$ cat config.mk
export PLATFORM = sky130hd
export DESIGN_NAME = spi_tx_arbiter
export DESIGN_NICKNAME = d
export VERILOG_FILES = /design/src/rtl/spi_tx_arbiter.sv
export SDC_FILE = /design/constraint.sdc
export NUM_CORES = 1
export LEC_CHECK = 0
export CAP_MARGIN = 20
export CELL_PAD_IN_SITES_DETAIL_PLACEMENT = 1
export CELL_PAD_IN_SITES_GLOBAL_PLACEMENT = 2
export CORE_MARGIN = 2
export CORE_UTILIZATION = 24
export CTS_BUF_LIST = sky130_fd_sc_hd__clkbuf_2 sky130_fd_sc_hd__clkbuf_4 sky130_fd_sc_hd__clkbuf_8
export CTS_CLUSTER_SIZE = 14
export DETAILED_ROUTE_END_ITERATION = 12
export MAX_ROUTING_LAYER = met4
export PLACE_DENSITY_LB_ADDON = 0.1
export SETUP_SLACK_MARGIN = 0.3
export SYNTH_ARGS = -nofsm -noshare
export SYNTH_HDL_FRONTEND = slang
export SYNTH_SLANG_ARGS = --single-unit
$ cat constraint.sdc
create_clock -name clk -period 1.9 [get_ports clk]
set_input_delay 0.475 -clock clk [delete_from_list [all_inputs] [get_ports clk]]
set_output_delay 0.475 -clock clk [all_outputs]
set_load 0.01 [all_outputs]
$ cat src/rtl/spi_tx_arbiter.sv
// Round-robin arbiter sharing one spi_master TX channel among N_REQ byte producers.
// Sequences the req/busy handshake for the winner and aborts grants the master never accepts.
module spi_tx_arbiter #(
  parameter int N_REQ        = 4,
  parameter int BUSY_TIMEOUT = 64
) (
  input  logic                              clk,
  input  logic                              rst_n,
  input  logic [N_REQ-1:0]                  req_i,
  input  logic [8*N_REQ-1:0]                data_i,
  output logic [N_REQ-1:0]                  ack_o,
  output logic [N_REQ-1:0]                  done_o,
  output logic                              err_o,
  output logic [$clog2(N_REQ)-1:0]          grant_id_o,
  output logic                              active_o,
  output logic                              spi_tx_req_o,
  output logic [7:0]                        spi_tx_data_o,
  input  logic                              spi_busy_i
);

  localparam int IW = $clog2(N_REQ);
  localparam int WW = $clog2(BUSY_TIMEOUT);
  localparam logic [WW-1:0] WD_MAX = WW'(BUSY_TIMEOUT - 1);
  localparam logic [IW:0]   N_EXT  = (IW+1)'(N_REQ);

  typedef enum logic [1:0] {
    IDLE = 2'd0,
    REQ  = 2'd1,
    BUSY = 2'd2
  } state_t;

  state_t        state;
  logic [IW-1:0] ptr;
  logic [WW-1:0] wd;
  logic          pick_found;
  logic [IW-1:0] pick_id;

  // Round-robin pick: first active request strictly after the last winner
  always_comb begin
    logic [IW:0] sum;
    pick_found = 1'b0;
    pick_id    = '0;
    sum        = '0;
    for (int i = 1; i <= N_REQ; i++) begin
      sum = {1'b0, ptr} + (IW+1)'(i);
      if (sum >= N_EXT) begin
        sum = sum - N_EXT;
      end else begin
        sum = sum;
      end
      if (!pick_found && req_i[sum[IW-1:0]]) begin
        pick_found = 1'b1;
        pick_id    = sum[IW-1:0];
      end else begin
        pick_found = pick_found;
      end
    end
  end

  // Arbitration FSM with registered handshake outputs and grant watchdog
  always_ff @(posedge clk or negedge rst_n) begin
    if (!rst_n) begin
      state         <= IDLE;
      ptr           <= IW'(N_REQ - 1);
      wd            <= '0;
      ack_o         <= '0;
      done_o        <= '0;
      err_o         <= 1'b0;
      grant_id_o    <= '0;
      active_o      <= 1'b0;
      spi_tx_req_o  <= 1'b0;
      spi_tx_data_o <= 8'h00;
    end else begin
      ack_o  <= '0;
      done_o <= '0;
      err_o  <= 1'b0;
      case (state)
        IDLE: begin
          // A busy left over from some other transfer blocks new grants
          if (!spi_busy_i && pick_found) begin
            state         <= REQ;
            grant_id_o    <= pick_id;
            spi_tx_data_o <= data_i[{pick_id, 3'b000} +: 8];
            spi_tx_req_o  <= 1'b1;
            active_o      <= 1'b1;
            wd            <= '0;
          end else begin
            state <= IDLE;
          end
        end
        REQ: begin
          if (spi_busy_i) begin
            spi_tx_req_o      <= 1'b0;
            ack_o[grant_id_o] <= 1'b1;
            state             <= BUSY;
          end else if (wd == WD_MAX) begin
            spi_tx_req_o <= 1'b0;
            active_o     <= 1'b0;
            err_o        <= 1'b1;
            ptr          <= grant_id_o;
            state        <= IDLE;
          end else begin
            wd <= wd + WW'(1);
          end
        end
        BUSY: begin
          if (!spi_busy_i) begin
            done_o[grant_id_o] <= 1'b1;
            ptr                <= grant_id_o;
            active_o           <= 1'b0;
            state              <= IDLE;
          end else begin
            state <= BUSY;
          end
        end
        default: begin
          state        <= IDLE;
          active_o     <= 1'b0;
          spi_tx_req_o <= 1'b0;
        end
      endcase
    end
  end

endmodule

---- After elaboration in Yosys (flattened, before gate mapping) ----
Cells that the tools add are included.
W data, S select, Z words.
word-level totals
  RAM bits ................................ 0
  bits in registers ....................... 31
  bits in latches ......................... 0
  memories kept ........................... 0
  ROM bits ................................ 0
  output and inout port bits .............. 21
operators by class
  shift-type cells ........................ 1
  reduce and logical (&&, ||, !) cells .... 17
  $lt $le $gt $ge ......................... 10
  add/subtract/negate cells ............... 9
  $mul .................................... 0
  muxes and demuxes ....................... 49
  eq/ne operators ......................... 9
  bitwise operators ....................... 1
  divide/modulo/power cells ............... 0
operators by type and width
  cell                   count
  $shiftx A32 B6 Y8      1
  $mux W2                14
  $mux W1                18
  $mux W6                3
  $mux W4                4
  $lt A2 B3 Y1 const B   5
  $ge A3 B3 Y1 const B   4
  $pmux W6 S2            1
  $reduce_and A4 Y1      3
  $ne A2 B2 Y1 const B   5
  $bmux W1 S2            4
  $sub A2 B1 Y2 const B  4
  $add A2 B2 Y3 const B  2
  $add A6 B1 Y6 const B  1
  $eq A6 B6 Y1 const B   1
  $pmux W1 S3            2
  $pmux W2 S3            1
  $logic_and A1 B1 Y1    5
  $logic_not A1 Y1       4
  $pmux W2 S2            1
  $reduce_bool A2 Y1     2
  $add A2 B1 Y3 const B  1
  $add A2 B3 Y3 const B  1
  $ne A3 B3 Y1 const B   1
  other kinds (8)        8

---- Logic depth before layout (Yosys ltp) ----
Gate-level depths: netlist of the first run.
  depth in word-level cells ............... 18
  depth in mapped cells ................... 8
  mapped depth without buffers ............ 7

---- Least setup slack after synthesis of the first run ----
Ideal clock, no wire load.
  path type ............................... register to register
  start point ............................. register state[0]
  end point ............................... register wd[5]
  arrival ................................. 1723 ps
  slack ................................... 108 ps
  buffers on the path ..................... 0
  library setup time ...................... 69 ps
  stages on the path, launching flop included .. 8
  cell sequence ........................... dfrtp_1 > inv_1 > ha_1 > nor2_1 > a211oi_2 > nand2_2 > or4_1 > nand3_1
between the ends
  longest elaborated chain between the ends .. 3
ends and longest elaborated chain
  element                                                       line  text
  start, declared                                               32    state_t state;
  start signal, assigned                                        63    state <= IDLE;
  start signal, assigned                                        81    state <= REQ;
  start signal, assigned                                        88    state <= IDLE;
  $eq A2 B1 Y1 or $logic_not A2 Y1 (tied branches)              77    case (state)
  $ne A2 B2 Y1 (no line) or $reduce_bool A2 Y1 (tied branches)  --
  $reduce_and A4 Y1 (no line)                                   --
  end signal, assigned                                          103   wd <= wd + WW'(1);
  end, declared                                                 34    logic [WW-1:0] wd;
Parallel ways exist; a longest one is shown, timed or not.
A chain may end at the register's enable or synchronous reset.

---- Worst setup path after layout of the first run ----
  start point ............................. register ptr[1]
  end point ............................... register spi_tx_data_o[6]
between the ends
  longest elaborated chain between the ends .. 17
ends and longest elaborated chain
  element                                                                 line  text
  start, declared                                                         33    logic [IW-1:0] ptr;
  start signal, assigned                                                  64    ptr <= IW'(N_REQ - 1);
  start signal, assigned                                                  100   ptr <= grant_id_o;
  start signal, assigned                                                  109   ptr <= grant_id_o;
  parallel branches: the longest is 17 deep, another holds $add A2 B1 Y3  --
  end signal, assigned                                                    83    spi_tx_data_o <= data_i[{pick_id, 3'b000} +: 8];
  end, declared                                                           17    output logic [7:0] spi_tx_data_o,
Several ways; the timed one is not identified. The select of a mux whose other input is x is not followed.

==> results of run 1 <==
[sequential cells by signal, summed over array words and instances (netlist names), 2 cells and up]
register	count
spi_tx_data_o	8
wd	6
ack_o	4
done_o	4
grant_id_o	2
ptr	2
state	2
[report_power, final]
part / total, mW / leakage (nW) / internal, mW / switching (mW)
logic: 1.92 / 0.869 / 1.01 / 0.909
registers: 1.02 / 0.400 / 0.875 / 0.142
clock network: 0.682 / 0.0612 / 0.424 / 0.257
total: 3.62 / 1.33 / 2.31 / 1.31
[through the flow]
step	setup WS, ns	setup TNS [ns]	hold slack [ns]
2_1_floorplan	0.249	0	0.179
3_3_place_gp	-0.262	-3.96	0.471
3_5_place_dp	-0.415	-5.67	0.485
4_1_cts	0.167	0	0.499
5_1_grt	0.0205	0	0.514
6_report	0.0773	0	0.495
[routing by layer]
| layer | global-route usage | vias up | part of all wire | routed length (um) |
|---|---|---|---|---|
| met2 | 0.261 | 51 | 0.51 | 2740 |
| met5 | - | - | 0 | 0 |
| met3 | 0.0433 | 4 | 0.048 | 259 |
| met1 | 0.179 | 778 | 0.43 | 2340 |
| met4 | 0.0491 | 0 | 0.011 | 57 |
| li1 | - | 774 | - | - |
[synthesized netlist by cell type, types with 4 or more instances]
| cell | count | share of area |
|---|---|---|
| o221ai_1 | 10 | 0.055 |
| inv_1 | 7 | 0.016 |
| nand3_1 | 4 | 0.012 |
| dfrtp_1 | 29 | 0.45 |
| nand2_1 | 32 | 0.075 |
| mux2i_1 | 17 | 0.11 |
| nand2b_1 | 8 | 0.031 |
| a21oi_1 | 6 | 0.019 |
| o21ai_0 | 6 | 0.019 |
| nor3_1 | 4 | 0.012 |
| ha_1 | 5 | 0.039 |
| nor2_1 | 9 | 0.021 |
[layout make-up]
type	instances	area, um2
Fill cell	719	3570
Multi-Input combinational cell	120	942
Timing Repair Buffer	93	890
Sequential cell	31	781
Tap cell	77	96.3
Clock buffer	6	82.6
Clock inverter	2	35.0
Inverter	7	26.3
[cells by family (layout without fill, tap and decap cells)]
logic type               Yosys count  in the layout  share of synthesized area
flip-flops                        31             31                      0.485
AND/OR/NAND/NOR                   69             69                      0.203
buffers and inverters             12            108                     0.0351
adder cells (fa/ha/maj)            5              5                     0.0390
AO/OA/AOI/OAI                     28             28                      0.125
multiplexers                      18             18                      0.113
[layout by cell type, fill, tap and decap left out, drive strengths merged, types with 2 or more instances in the layout]
cell type       n
a21oi           6
nand4           3
clkbuf         12
and3            2
dlygate4sd2    22
ha              5
inv             7
nand2          33
nor2            9
mux2i          17
dfrtp          29
dfstp           2
nor3            4
buf            32
o21ai           6
o221ai         10
clkdlybuf4s50  33
nand2b          8
o311ai          2
nand3           4
[worst min path at each step]
stage | from | endpoint | slack [ns] | cells after the start
finish | spi_tx_data_o[1]$_DFFE_PN0P_ | spi_tx_data_o[1]$_DFFE_PN0P_ | 0.50 | 2
global route | spi_tx_data_o[1]$_DFFE_PN0P_ | spi_tx_data_o[1]$_DFFE_PN0P_ | 0.51 | 2
CTS | spi_tx_data_o[1]$_DFFE_PN0P_ | spi_tx_data_o[1]$_DFFE_PN0P_ | 0.50 | 2
detailed placement | spi_tx_data_o[1]$_DFFE_PN0P_ | spi_tx_data_o[1]$_DFFE_PN0P_ | 0.49 | 2
global placement | spi_tx_data_o[1]$_DFFE_PN0P_ | spi_tx_data_o[1]$_DFFE_PN0P_ | 0.47 | 2
floorplan | rst_n | ack_o[0]$_DFF_PN0_ | 0.18 | 0
[what timing repair did]
action / 4_1_cts / 5_1_grt
setup endpoints to repair: 41 / 16
resized for setup: 46 / 30
pin swaps: 3 / 9
gates cloned: 0 / 2
buffers inserted: 10 / 5
[worst reg2reg max path, stage by stage (launching register included)]
cell	delay, ns
dfstp_2	0.59
buf_6	0.11
mux2i_1	0.22
o221ai_2	0.13
buf_6	0.15
clkbuf_16	0.17
mux2i_1	0.19
o221ai_1	0.14
==> results.md, run 1 <==
- Design Power: 3.62 mW
- Placed inst area: 2440 um2
- Worst reg-to-reg setup slack: 0.08 ns
- Final #Nets: 302
- N_diodes: 0
- CTS Buf Count: 5
- Max-cap violations: 0
- I/O Pins: 60
- Sequential fraction of the synthesis area: 0.485
- DRC: 3
- CTS tree: built
- CP Class: flip-flop to flip-flop
- Slew headroom: 0.728
- Fin. Hold Viols: 0
- Port bufs: 59
- Root buffer cell: clkbuf_8
- Initial DRC Count: 49
- EDFF count, synth: 0
- Reported leakage power: 1.33 nW
- Finished Cell Area: 2850 um2
- Mean Syn Cell Area: 9.84 um2
- Final worst path period need: 1.82 ns
- First-pass GRT wire length: 8650 um
- CP arrival: 1.97 ns
- Maximum clock insertion buffer count: 2
- Final ANT Viol Nets: 0
- Via density: 4.78
- Yosys reg bits: 31
- CP Capture Point: spi_tx_data_o[6]$_DFFE_PN0P_
- Number of global-route vias before repair: 1,786
- Outcome: finished, violations left
- Critical path's top delay family: flip-flops
- Total wire length: 5400 um
- Initial antenna violation count: 0
- WP depth: 7
- RR Endpoint: spi_tx_data_o[6]$_DFFE_PN0P_
- Largest net degree at the start of global routing: 32
- CTS clock-pin slew for the worst setup and hold paths: 0.07 ns
- Post-Syn Nets: 207
- Yosys warnings: 0
- Via count: 1,607
- Synth unique cells: 31
- Async SR Flop Fraction: 1.00
- Max-slew violation count: 0
- Failing checks: design-rule violations
- Actual slew at the worst max-slew pin: 0.408 ns
- Post-CTS Hold Fix Bufs: 0
- Layout Cells excl Fill: 336
- HPWL Detailed: 3670 um
- Core ar.: 6420 um2
- Post-Syn Area: 1600 um2
- Final Skew: 0.00612 ns
- Max incr delay on CP: 0.59 ns
- Hold WC Path Type: flip-flop to flip-flop
- Clock Latency Late Sink: 0.28 ns
- Peak VDD IR: 0.476 mV
- H-tree Lvls: 2
- Worst Path Buf+Inv: 3
- CTS sink count: 31
- Die width: 85.8 um
- Synth Flop Type: dfrtp_1
- RSZ-0062 raised after global routing: yes
- Layout area overhead: 77.8%
- Critical Path Source Type: flip-flop
- Power density over cell area: 1270 nW/um2
- Mapped Cells: 163
- Crit-path cells: buf_6 -> mux2i_1 -> o221ai_2 -> buf_6 -> clkbuf_16 -> mux2i_1 -> o221ai_1
- CP required: 2.05 ns
- Share of cells above drive strength 1: 0.301
- Wire per inst: 16.1 um
- Std cell rows: 29
- GPL Wtd Cong: 0.822
- Max Freq: 0.549 GHz
- Crit-path max FO: 8
- Setup violators final: 0
- Tcrit/Tclk final: 0.959
- Worst path slowest cell: dfstp_2
- Die area: 7350 um2
- Pre-Repair DR Iteration Count: 10
- R2r worst-path depth: 7
- Worst R2R Start: ptr[1]$_DFFE_PN1P_
- Crit. End Element: flip-flop
- Initial Utilization: 0.250
- Crit path launch: ptr[1]$_DFFE_PN1P_
- Chip Height: 85.8 um
- Final core utilization: 0.444
- Cells after DPL: 311
- Final global-route overflow total: 0
- GRT Total Usage: 0.155
(Power assumes the default switching activity.)
==> run 2: changes to the inputs <==
SETUP_SLACK_MARGIN = 0.1   (was 0.3)
==> run 2 against run 1 <==
- the flow still finishes with violations (design-rule violations)
- total power is 4.5% lower
- clock-buffer cell count unchanged
- non-clock buffer count decreased by 4
- clock power fell by 21%
==> results.md, run 2 (synthesis results as in run 1) <==
- Port bufs: 59 (unchanged)
- RR Endpoint: spi_tx_data_o[5]$_DFFE_PN0P_
- Setup violators final: 0 (unchanged)
- Max-cap violations: 0 (unchanged)
- Max Freq: 0.581 GHz (+5.9%)
- GPL Wtd Cong: 0.747 (-9.1%)
- CP required: 2.06 ns (about the same)
- CTS sink count: 31 (unchanged)
- CP arrival: 1.88 ns (-0.09 ns)
- Setup WS pre-CTS: -0.367 ns (+0.0486 ns)
- Most frequent cells in the layout: 55 x clkdlybuf4s50_1, 32 x nand2_1, 29 x dfrtp_1
- Final Worst Setup Slack: 0.179 ns (+0.102 ns)
- Clock Latency Late Sink: 0.29 ns (about the same)
- R2r worst-path depth: 6 (-1)
- RSZ-0062 raised after global routing: yes
- Number of global-route vias before repair: 1,808 (+1.2%)
- Root buffer cell: clkbuf_8
- Initial antenna violation count: 0 (unchanged)
- Wire per inst: 15.7 um (-2.3%)
- Final global-route overflow total: 0 (unchanged)
- Final ANT Viol Nets: 0 (unchanged)
- DRC: 2 (-1)
- Critical Path Source Type: flip-flop
- Worst R2R Start: ptr[1]$_DFFE_PN1P_
- Cells after DPL: 316 (+1.6%)
- Final Skew: 0.0119 ns (+0.00577 ns)
- Hold path start: spi_tx_data_o[5]$_DFFE_PN0P_
- Final worst path period need: 1.72 ns (-0.102 ns)
- GRT Total Usage: 0.159 (+0.00404)
- I/O Pins: 60 (unchanged)
- Final #Nets: 298 (-1.3%)
- Via count: 1,585 (-1.4%)
- Maximum clock insertion buffer count: 2 (unchanged)
- Max reg flops: 8 (unchanged)
- Comb pwr share: 0.553 (+0.023)
- First-pass GRT wire length: 8830 um (+2.2%)
- Initial DRC Count: 23 (-53%)
- H-tree Lvls: 2 (unchanged)
- Die area: 7350 um2 (unchanged)
- Initial Utilization: 0.250 (unchanged)
- Crit. End Element: flip-flop
- Setup TNS: 0 ns (unchanged)
- Actual slew at the worst max-slew pin: 0.422 ns (+0.0140 ns)
- Reported leakage power: 1.20 nW (-9.8%)
- Via density: 4.79 (+0.12%)
- Share of cells above drive strength 1: 0.260 (-0.0413)
- Core ar.: 6420 um2 (unchanged)
- Net Sw Power: 1.27 mW (-3.2%)
- Hold Path End: spi_tx_data_o[5]$_DFFE_PN0P_
- Post-CTS Hold Fix Bufs: 0 (unchanged)
- Failing checks: design-rule violations
- Peak VDD IR: 0.355 mV (-25%)
- Max-slew violation count: 0 (unchanged)
- Clock share of power: 0.157 (-0.031)
- Slew headroom: 0.719 (-0.00933)
- Commonest non-fill, non-tap cell in the layout: clkdlybuf4s50_1
- Finished Cell Area: 2760 um2 (-3.1%)
- Die width: 85.8 um (unchanged)
- Layout Cells excl Fill: 331 (-1.5%)
- CP Class: flip-flop to flip-flop
- Largest register by flop count: spi_tx_data_o
- N_diodes: 0 (unchanged)
- Regs by FF count: spi_tx_data_o: 8 flops, wd: 6 flops
- Pre-Repair DR Iteration Count: 8 (-2)
- Total wire length: 5200 um (-3.8%)
- Internal: 2.19 mW (-5.2%)
- Hold WC Path Type: flip-flop to flip-flop
- Fin. Hold Viols: 0 (unchanged)
- Chip Height: 85.8 um (unchanged)
- Tcrit/Tclk final: 0.906 (-0.0535)
- Crit-path max FO: 9 (+1)
- Outcome: finished, violations left
- Hold Path Depth: 2 (unchanged)
- Worst reg-to-reg setup slack: 0.18 ns (+0.10 ns)
- Power density over cell area: 1250 nW/um2 (-1.4%)
- Std cell rows: 29 (unchanged)
- Placed inst area: 2440 um2 (+0.15%)
- HPWL Detailed: 3880 um (+5.8%)
- CTS clock-pin slew for the worst setup and hold paths: 0.07 ns (about the same)
- CTS Buf Count: 5 (unchanged)
- CTS tree: built
- Largest net degree at the start of global routing: 32 (unchanged)
- Switch share: 0.367 (+0.00486)
- Seq pwr share: 0.290 (+0.009)
- Layout area overhead: 72.3%
## run 2: area by class of cell
| type | count | area (um2) |
|---|---|---|
| clock buffer | 6 | 82.6 |
| clock inverter | 1 | 5.00 |
| fill | 718 | 3660 |
| inverter | 7 | 26.3 |
| multi-input combinational | 120 | 923 |
| sequential | 31 | 778 |
| tap | 77 | 96.3 |
| timing repair buffer | 89 | 852 |
## run 2: worst max-delay path, stage by stage (launching register included)
cell,delay [ns]
dfstp_2,0.56
buf_6,0.12
mux2i_4,0.23
o221ai_4,0.18
buf_12,0.19
mux2i_2,0.19
o221ai_2,0.13
## run 2: how the worst max path moves through the flow
stage	start	endpoint	slack (ns)	cells after the start
2_1_floorplan	state[0]$_DFFE_PN0P_	wd[5]$_DFFE_PN0P_	0.11	7
4_1_cts	ptr[1]$_DFFE_PN1P_	spi_tx_data_o[6]$_DFFE_PN0P_	0.10	6
6_report	ptr[1]$_DFFE_PN1P_	spi_tx_data_o[5]$_DFFE_PN0P_	0.18	6
3_3_place_gp	req_i[1]	spi_tx_data_o[7]$_DFFE_PN0P_	-0.29	8
3_5_place_dp	req_i[3]	spi_tx_data_o[5]$_DFFE_PN0P_	-0.37	7
5_1_grt	ptr[1]$_DFFE_PN1P_	spi_tx_data_o[0]$_DFFE_PN0P_	0.09	8
## run 2: power by group through the flow
stage | Clock, mW | Sequential, mW | Combinational [mW]
after floorplan | 0 | 1.08 | 0.694
after global placement | 0 | 1.01 | 1.51
after detailed placement | 0 | 1.03 | 1.56
after CTS | 0.567 | 1.01 | 1.77
after global routing | 0.595 | 1.03 | 2.10
final | 0.542 | 1.00 | 1.91
## run 2: timing repair
item	in CTS	in global routing
pin swaps	5	3
buffers inserted	3	4
setup endpoints to repair	10	14
gates cloned	1	0
gates resized for setup	18	22
## run 2: through the flow
stage	total power [mW]	hold slack [ns]	util
finish	3.45	0.500	0.430
floorplan	1.77	0.179	-
global placement	2.52	0.472	0.381
global route	3.72	0.518	0.430
CTS	3.35	0.491	0.414
detailed placement	2.59	0.475	0.381
## run 2: layer usage
metal  global-route usage  wire (um)  share of wire  vias to the layer above
met5                    -          0              0                        -
met4               0.0346         50         0.0096                        0
met3               0.0462        273          0.053                        5
met2                0.286       2750           0.53                       49
met1                0.174       2120           0.41                      765
li1                     -          -              -                      766
